File: src/rtl/multi_cnt_obi.sv
// multi_cnt_obi: NumCh-channel prescaled up/down timer on an OBI slave port.
// Per-channel state lives in multi_cnt_obi_ch; the top does address decode,
// byte-lane merging, the read mux, the response stage and the interrupt OR.

module multi_cnt_obi_ch #(
  parameter int CntWidth   = 32,
  parameter int PrescWidth = 8
) (
  input  logic        clk,
  input  logic        rst,
  input  logic        wr_ctrl,     // CTRL write with at least one byte enabled
  input  logic        wr_ctrl_en,  // CTRL write that covers byte 0 (en bit)
  input  logic        wr_thresh,
  input  logic        wr_value,
  input  logic        clr_hit,     // STATUS W1C of bit 0
  input  logic [31:0] wdata,       // already merged with current register contents
  output logic [31:0] ctrl_rd,
  output logic [31:0] thresh_rd,
  output logic [31:0] value_rd,
  output logic        hit,
  output logic        ie
);

  logic                  en, oneshot, down;
  logic [PrescWidth-1:0] presc, pcnt;
  logic [CntWidth-1:0]   thresh, value;
  logic                  tick, at_end, hw_hit;
  logic                  unused_wdata;

  assign unused_wdata = ^wdata;

  // A tick fires when the prescaler reaches its terminal count.
  assign tick   = en && (pcnt == presc);
  assign at_end = down ? (value == '0) : (value == thresh);
  // A software VALUE write on the same edge overrides the tick, so no hit.
  assign hw_hit = tick && at_end && !wr_value;

  // Channel state: config fields, prescaler, counter and sticky hit flag.
  always_ff @(posedge clk) begin
    if (rst) begin
      en      <= 1'b0;
      oneshot <= 1'b0;
      down    <= 1'b0;
      ie      <= 1'b0;
      presc   <= '0;
      pcnt    <= '0;
      thresh  <= '0;
      value   <= '0;
      hit     <= 1'b0;
    end else begin
      if (wr_ctrl) begin
        oneshot <= wdata[1];
        down    <= wdata[2];
        ie      <= wdata[3];
        presc   <= wdata[8 +: PrescWidth];
      end
      // Software write of en beats the one-shot auto-disable.
      if (wr_ctrl_en)             en <= wdata[0];
      else if (hw_hit && oneshot) en <= 1'b0;

      if (wr_thresh) thresh <= wdata[CntWidth-1:0];

      if (wr_value || !en || tick) pcnt <= '0;
      else                         pcnt <= pcnt + 1'b1;

      if (wr_value) begin
        value <= wdata[CntWidth-1:0];
      end else if (tick) begin
        if (at_end) begin
          // One-shot holds the terminal value; auto-reload restarts.
          if (!oneshot) value <= down ? thresh : '0;
        end else begin
          // Up mode past THRESH simply wraps through all-ones without a hit.
          value <= down ? value - 1'b1 : value + 1'b1;
        end
      end

      // Set wins over a same-cycle W1C.
      if (hw_hit)       hit <= 1'b1;
      else if (clr_hit) hit <= 1'b0;
    end
  end

  // Zero-extended register views for the bus read mux.
  always_comb begin
    ctrl_rd                   = '0;
    ctrl_rd[0]                = en;
    ctrl_rd[1]                = oneshot;
    ctrl_rd[2]                = down;
    ctrl_rd[3]                = ie;
    ctrl_rd[8 +: PrescWidth]  = presc;
  end

  assign thresh_rd = 32'(thresh);
  assign value_rd  = 32'(value);

endmodule

module multi_cnt_obi #(
  parameter int NumCh      = 4,
  parameter int CntWidth   = 32,
  parameter int PrescWidth = 8
) (
  input  logic             clk_i,
  input  logic             rst_i,
  input  logic             req_i,
  output logic             gnt_o,
  input  logic [31:0]      addr_i,
  input  logic             we_i,
  input  logic [3:0]       be_i,
  input  logic [31:0]      wdata_i,
  output logic             rvalid_o,
  output logic [31:0]      rdata_o,
  output logic             intr_o,
  output logic [NumCh-1:0] ch_hit_o
);

  typedef struct packed {
    logic        we;
    logic [5:0]  ch;
    logic [1:0]  reg_sel;
    logic [3:0]  be;
    logic [31:0] wdata;
  } bus_req_t;

  localparam logic [7:0] IrqWord = 8'(NumCh * 4);

  bus_req_t               req;
  logic [7:0]             word;
  logic                   ch_ok, is_irq, wr;
  logic [31:0]            bmask, rd_word, merged;
  logic [NumCh-1:0][31:0] ctrl_rd, thresh_rd, value_rd;
  logic [NumCh-1:0]       hit, ie, irq_pend;
  logic [NumCh-1:0]       wr_ctrl, wr_ctrl_en, wr_thresh, wr_value, clr_hit;
  logic                   rvalid_q, intr_q;
  logic [31:0]            rdata_q;
  logic                   unused_addr;

  assign unused_addr = ^{addr_i[31:10], addr_i[1:0]};

  assign gnt_o = req_i;
  assign word  = addr_i[9:2];

  assign req.we      = we_i;
  assign req.ch      = word[7:2];
  assign req.reg_sel = word[1:0];
  assign req.be      = be_i;
  assign req.wdata   = wdata_i;

  assign ch_ok  = (int'(req.ch) < NumCh);
  assign is_irq = (word == IrqWord);
  // A write with no byte enables must not disturb anything (notably VALUE,
  // whose write would otherwise clear the prescaler).
  assign wr     = req_i && req.we && (|req.be);

  assign irq_pend = hit & ie;

  // Byte-lane mask from the byte enables.
  always_comb begin
    bmask = '0;
    for (int b = 0; b < 4; b++) bmask[8*b +: 8] = {8{req.be[b]}};
  end

  // Read mux over the addressed register; unmapped offsets read 0.
  always_comb begin
    rd_word = '0;
    if (ch_ok) begin
      for (int c = 0; c < NumCh; c++) begin
        if (req.ch == 6'(c)) begin
          case (req.reg_sel)
            2'd0:    rd_word = ctrl_rd[c];
            2'd1:    rd_word = thresh_rd[c];
            2'd2:    rd_word = value_rd[c];
            default: rd_word = {31'b0, hit[c]};
          endcase
        end
      end
    end else if (is_irq) begin
      rd_word = 32'(irq_pend);
    end
  end

  // Unselected byte lanes keep the register's current contents.
  assign merged = (rd_word & ~bmask) | (req.wdata & bmask);

  // Per-channel write strobes.
  always_comb begin
    wr_ctrl    = '0;
    wr_ctrl_en = '0;
    wr_thresh  = '0;
    wr_value   = '0;
    clr_hit    = '0;
    for (int c = 0; c < NumCh; c++) begin
      if (wr && ch_ok && req.ch == 6'(c)) begin
        wr_ctrl[c]    = (req.reg_sel == 2'd0);
        wr_ctrl_en[c] = (req.reg_sel == 2'd0) && req.be[0];
        wr_thresh[c]  = (req.reg_sel == 2'd1);
        wr_value[c]   = (req.reg_sel == 2'd2);
        clr_hit[c]    = (req.reg_sel == 2'd3) && req.be[0] && req.wdata[0];
      end
    end
  end

  for (genvar c = 0; c < NumCh; c++) begin : g_ch
    multi_cnt_obi_ch #(
      .CntWidth   (CntWidth),
      .PrescWidth (PrescWidth)
    ) u_ch (
      .clk        (clk_i),
      .rst        (rst_i),
      .wr_ctrl    (wr_ctrl[c]),
      .wr_ctrl_en (wr_ctrl_en[c]),
      .wr_thresh  (wr_thresh[c]),
      .wr_value   (wr_value[c]),
      .clr_hit    (clr_hit[c]),
      .wdata      (merged),
      .ctrl_rd    (ctrl_rd[c]),
      .thresh_rd  (thresh_rd[c]),
      .value_rd   (value_rd[c]),
      .hit        (hit[c]),
      .ie         (ie[c])
    );
  end

  // Response stage and registered interrupt; reset drops a pending response.
  always_ff @(posedge clk_i) begin
    if (rst_i) begin
      rvalid_q <= 1'b0;
      rdata_q  <= '0;
      intr_q   <= 1'b0;
    end else begin
      rvalid_q <= req_i;
      rdata_q  <= (req_i && !req.we) ? rd_word : '0;
      intr_q   <= |irq_pend;
    end
  end

  assign rvalid_o = rvalid_q;
  assign rdata_o  = rdata_q;
  assign intr_o   = intr_q;
  assign ch_hit_o = hit;

endmodule

File: config.mk
export PLATFORM = sky130hd
export DESIGN_NAME = multi_cnt_obi
export DESIGN_NICKNAME = d
export VERILOG_FILES = /design/src/rtl/multi_cnt_obi.sv
export SDC_FILE = /design/constraint.sdc
export NUM_CORES = 2
export LEC_CHECK = 0
export ABC_AREA = 0
export CAP_MARGIN = 5
export CORE_AREA = 2 2 231 233
export DETAILED_ROUTE_END_ITERATION = 8
export DIE_AREA = 0 0 233 235
export PLACE_DENSITY = 0.7
export SYNTH_ARGS = -nofsm -noshare
export SYNTH_HDL_FRONTEND = slang
export SYNTH_SLANG_ARGS = --single-unit
File: constraint.sdc
create_clock -name clk_i -period 4.05 [get_ports clk_i]
set_clock_uncertainty 0.2 [all_clocks]
set_input_delay 0.6075 -clock clk_i [delete_from_list [all_inputs] [get_ports clk_i]]
set_output_delay 0.6075 -clock clk_i [all_outputs]
set_load 0.02 [all_outputs]
# Word level (Yosys, flattened, before mapping)
# Cells that the tools add are included.
# W data, S select, Z words.
# op_classes
add_sub_neg	12
n_lt_le_gt_ge	1
n_eq_ne	19
muxes	74
bitwise_logic	6
reduce_logical	73
# ops
operator	n
$mux W32	29
$pmux W32 S3	4
$add A32 B1 Y32 const B	4
$eq A32 B32 Y1	4
$logic_not A32 Y1	4
$sub A32 B1 Y32 const B	4
$and A32 B32 Y32	2
$mux W1	40
$add A8 B1 Y8 const B	4
$eq A8 B8 Y1	4
$not A32 Y32	1
$or A32 B32 Y32	1
$logic_and A1 B1 Y1	27
$reduce_bool A2 Y1	12
$eq A6 B2 Y1 const B	2
$ne A3 B2 Y1 const B	4
$reduce_or A2 Y1	5
$logic_not A1 Y1	9
$eq A8 B5 Y1 const B	1
$logic_or A1 B1 Y1	8
$reduce_and A2 Y1	4
$reduce_or A4 Y1	2
$eq A6 B1 Y1 const B	1
$logic_not A6 Y1	1
7 further kinds	8
# word_totals
register_bits	374
input_bits	72
out_inout_bits	39
word_cells	224

# Logic depth before layout (Yosys ltp)
# logic_depth
depth_word	10
depth_mapped	15
ltp_nobuf	11

# Hierarchy
# Synthesis repeated with hierarchy kept, for this count alone.
# hier_totals
cells_unflattened	3717
area_unflattened_um2	28934.0
# by_module_without_submodules
module	instances	cells_each	area_per_inst_um2	seq_area_each_um2
multi_cnt_obi_ch at g_ch[0].u_ch ...	3	762	6063.3	1701.6
multi_cnt_obi_ch at g_ch[3].u_ch	1	765	6059.6	1701.6
multi_cnt_obi	1	666	4684.5	680.7

# Least setup slack after synthesis
# No wires, ideal clock.
# synth_timing
kind	register -> register
start	reg g_ch[3].u_ch.down
end	reg g_ch[3].u_ch.value[30]
setup_time_ps	123
arrival_time_ps	3538
required_ps	3727
setup_slack_ps	189
path_stages_with_launch	12
n_path_buf	0
synth_period_minus_slack_ps	3861
cell_sequence	dfxtp_1 > ha_1 > a21o_1 > a221o_1 > a21o_1 > a32oi_2 > o21ai_1 > a311oi_1 > o31ai_1 > xor2_1 > a221oi_1 > nor2_1
# synth_between
elab_chain_len	5
elab_cells_between_ends	9
cone_classes	eq/ne: 1; mux: 7; reduce/logical: 1
# synth_rtl
element	line	source
from (decl)	24	logic en, oneshot, down;
from (signal assigned)	53	down <= wdata[2];
$mux W32 (2 in a row)	71	if (!oneshot) value <= down ? thresh : '0;
$mux W32	69	if (at_end) begin
$mux W32	68	end else if (tick) begin
$mux W32	66	if (wr_value) begin
to (signal assigned)	67	value <= wdata[CntWidth-1:0];
to (signal assigned)	71	
to (signal assigned)	74	value <= down ? value - 1'b1 : value + 1'b1;
to (decl)	26	logic [CntWidth-1:0] thresh, value;
# Parallel ways exist; a longest one is shown, timed or not. The select of a mux whose other input is x is not followed.
# A chain may end at the register's enable or synchronous reset.

# Worst setup path in the final report
# layout_timing
start	reg g_ch[1].u_ch.down
end	reg g_ch[1].u_ch.value[25]
# layout_between
elab_chain_len	5
elab_cells_between_ends	9
cone_classes	eq/ne: 1; mux: 7; reduce/logical: 1
# layout_rtl
element	line
from (decl)	24
from (signal assigned)	53
$mux W32 (2 in a row)	71
$mux W32	69
$mux W32	68
$mux W32	66
to (signal assigned)	67
to (signal assigned)	71
to (signal assigned)	74
to (decl)	26
# Parallel ways exist; a longest one is shown, timed or not. The select of a mux whose other input is x is not followed.

==> impl_metrics.csv <==
group,metric,value,unit
clock_network,clkTransAtPathRegs,0.06,ns
yosys,yosys.area.top_type_share,0.291,
floorplan,die-area,0.0548,mm²
detailed_routing,detail_route.first_pass.iterations,6,
hold_path,hp-class,"in2reg",
finish,layout.nets,3648,
clock_network,worstSkewPairLatency,0.60,ns
clock_network,clockRootBuffer,"clkbuf_16",
sta,tns,0,ns
grt,grt_first_pass_wirelength,164000,µm
power,leakage,11.8,nW
grt,antenna_found_initial,3,
power,ir_drop,0.263,mV
place,place_inst,4092,
yosys,synth.distinct_cells,86,
worst_setup_path,critPathKind,"reg2reg",
detailed_routing,drt-initial-drc-count,3903,
hold_path,holdCritStartpoint,"rst_i",
sta,rsz0062_at_grt,"true",
sta,whs,0.282,ns
grt,grt.overflow.total,0,
worst_setup_path,r2r_start,"g_ch[1].u_ch.down",
power,power-per-cell-area,283,mW/mm²
finish,regArea,0.00749,mm²
power,p_total,0.00844,W
yosys,synth-seq-cells,374,
yosys,synthArstFlopShare,0,
clock_network,cts_tree,"yes",
place,dp_hpwl,82700,µm
floorplan,die_y,235,µm
finish,fillers,4838,
sta,hold_violations,0,
detailed_routing,wl_per_cell,26.5,µm
floorplan,core,0.0522,mm²
clock_network,cts_sinks,374,
worst_setup_path,critPathLaunchType,"register",
sta,setup_violations,0,
sta,drv_slew,0,
detailed_routing,vias,27700,
clock_network,htreeDepth,2,
hold_path,hold-path-endpoint,"g_ch[2].u_ch.value_rd[9]",
yosys,synth_nets,3544,
floorplan,die_x,233,µm
finish,final_core_util,0.571,
yosys,synth-edff-count,0,
sta,period_needed,3.91,ns
worst_setup_path,worst-path-max-fanout,10,
grt,grt_max_degree,124,
detailed_routing,finalWirelength,110000,µm
flow_run,max_cap_viol_count,0,
worst_setup_path,cp.arrival,4.16,ns
floorplan,rows,84,
worst_setup_path,rr_worst_depth,11,
yosys,syn-cell-area,0.0258,mm²
floorplan,ios,111,
sta,maxSlewHeadroom,0.218,
yosys,synth.area.top_cells,"dfxtp_1 29%, a21oi_1 6.9%, nor2_1 6.1%, ha_1 6.0%, xnor2_1 5.6%",
yosys,yosysSeqAreaShare,0.291,
sta,worst_slew_pin_slew,1.16,ns
sta,fmax,0.256,GHz
worst_setup_path,required,4.31,ns
place,io_buffers,86,
yosys,synth_top_cell_by_area,"dfxtp_1",
hold_path,hold_depth,2,
floorplan,start_util,0.493,
yosys,ys.warnings.count,0,
finish,layout-drive-gt1-share,0.0900,
outcome,status,"finished clean",
place,gp_congestion,1.00,
sta,fin_crit_sh,0.965,
grt,first_global_vias,26300,
clock_network,clk_path_buf_depth,3,
detailed_routing,drc,0,
worst_setup_path,r2r_end,"g_ch[1].u_ch.value_rd[25]",
grt,grt_usage,0.391,
worst_setup_path,end_kind,"register",
yosys,synthCells,3344,
detailed_routing,drt-vias-per-instance,6.64,
finish,multi_input_area,0.0173,mm²
yosys,synth.avg_cell_area,7.70,µm²
clock_network,cts_made_buffers,42,
yosys,ys.flop_type,"dfxtp_1",
worst_setup_path,regToRegSetupSlack,0.14,ns
detailed_routing,ant_nets,0,
finish,area_growth_syn_to_layout,15.7,%
clock_network,post_cts_buffers,0,
finish,stdcell_count,4169,
==> cell type report <==
| class | count | area share |
|---|---|---|
| multi-input combinational | 2710 | 0.582 |
| sequential | 374 | 0.251 |
| timing repair buffer | 278 | 0.0851 |
| clock buffer | 58 | 0.0403 |
| tap | 688 | 0.0289 |
| clock inverter | 16 | 0.00709 |
| inverter | 42 | 0.00529 |
| antenna | 3 | 0.000252 |
==> stage by stage <==
stage               area, µm²  worst slack (ns)
finish                  29800             0.143
global route            29800           -0.0185
CTS                     29800             0.150
detailed placement      28400            0.0514
global placement        28400            0.0245
floorplan               25800             0.189
==> per-layer routing <==
layer	part of all wire	GRT usage	up-vias
li1	-	-	12500
met1	0.40	0.510	13100
met2	0.44	0.615	1634
met3	0.11	0.0908	375
met4	0.051	0.170	2
met5	0.00014	0	-
==> synth_stat cells, types with 28 or more instances <==
master,n
ha_1,124
nand3_1,72
xor2_1,118
nor2_1,420
a22oi_1,28
nor3_1,60
a221o_1,36
a221oi_1,70
a21o_1,78
dfxtp_1,374
clkbuf_1,166
nand2_1,306
nand4_1,53
a211oi_1,176
a21oi_1,356
and3_1,31
inv_1,40
mux2i_1,76
nor4_1,63
xnor2_1,165
a31oi_1,37
o21ai_0,189
==> cells by family (layout without fill, tap and decap cells) <==
kind of cell    after synthesis  after routing  share of synthesized area
xor+xnor                    283            283                     0.0962
other cells                   0              3                          0
mux                          85             85                     0.0356
flops                       374            374                      0.291
fa+ha+maj                   128            128                     0.0633
simple gates               1103           1103                      0.194
buf+inv                     260            394                     0.0403
compound gates             1111           1111                      0.280
==> state kept, by name, summed over array words and instances (netlist names), 32 cells and up <==
register,count
g_ch.u_ch.thresh_rd,128
g_ch.u_ch.value_rd,128
g_ch.u_ch.pcnt,32
g_ch.u_ch.presc,32
rdata_o,32
==> worst max-delay path, cell delays in order (launching register included) <==
cell and delay [ns]:
dfxtp_1 0.58, ha_1 0.31, a21o_1 0.19, and4_1 0.20
a311oi_1 0.47, o21ai_1 0.35, a211o_1 0.42, a31oi_2 0.31
xor2_1 0.29, o21ai_0 0.12, a221oi_1 0.28, nor2_1 0.06
==> worst max path at each step <==
stage	from	endpoint	slack, ns	cells after the start
finish	g_ch[1].u_ch.down	g_ch[1].u_ch.value_rd[25]	0.14	11
global placement	addr_i[5]	g_ch[1].u_ch.value_rd[7]	0.02	13
global route	g_ch[2].u_ch.down	g_ch[2].u_ch.value_rd[28]	-0.02	11
detailed placement	addr_i[5]	g_ch[1].u_ch.value_rd[22]	0.05	10
CTS	g_ch[2].u_ch.down	g_ch[2].u_ch.value_rd[30]	0.15	11
floorplan	g_ch[3].u_ch.down	g_ch[3].u_ch.value_rd[30]	0.19	11
==> cell usage in the layout, fill, tap and decap left out, types with 118 or more instances in the layout <==
master    netlist  routed
a211oi_1      176     176
a21oi_1       356     355
buf_4           5     174
dfxtp_1       374     373
ha_1          124     124
nand2_1       306     306
nor2_1        420     416
o21ai_0       189     189
xnor2_1       165     165
xor2_1        118     118
==> repair_timing <==
| action | in CTS | in global routing |
|---|---|---|
| endpoints found under the setup margin | 0 | 6 |
| hold buffers | 0 | 0 |
| gates resized for setup | 0 | 4 |
==> where the power goes <==
group	total, W	switching [W]	internal (W)
Combinational	0.000722	0.000502	0.000220
Clock	0.00403	0.00170	0.00233
Sequential	0.00369	0.00000532	0.00368
Total	0.00844	0.00220	0.00624
Note: power is estimated with default switching activity, not from simulation.
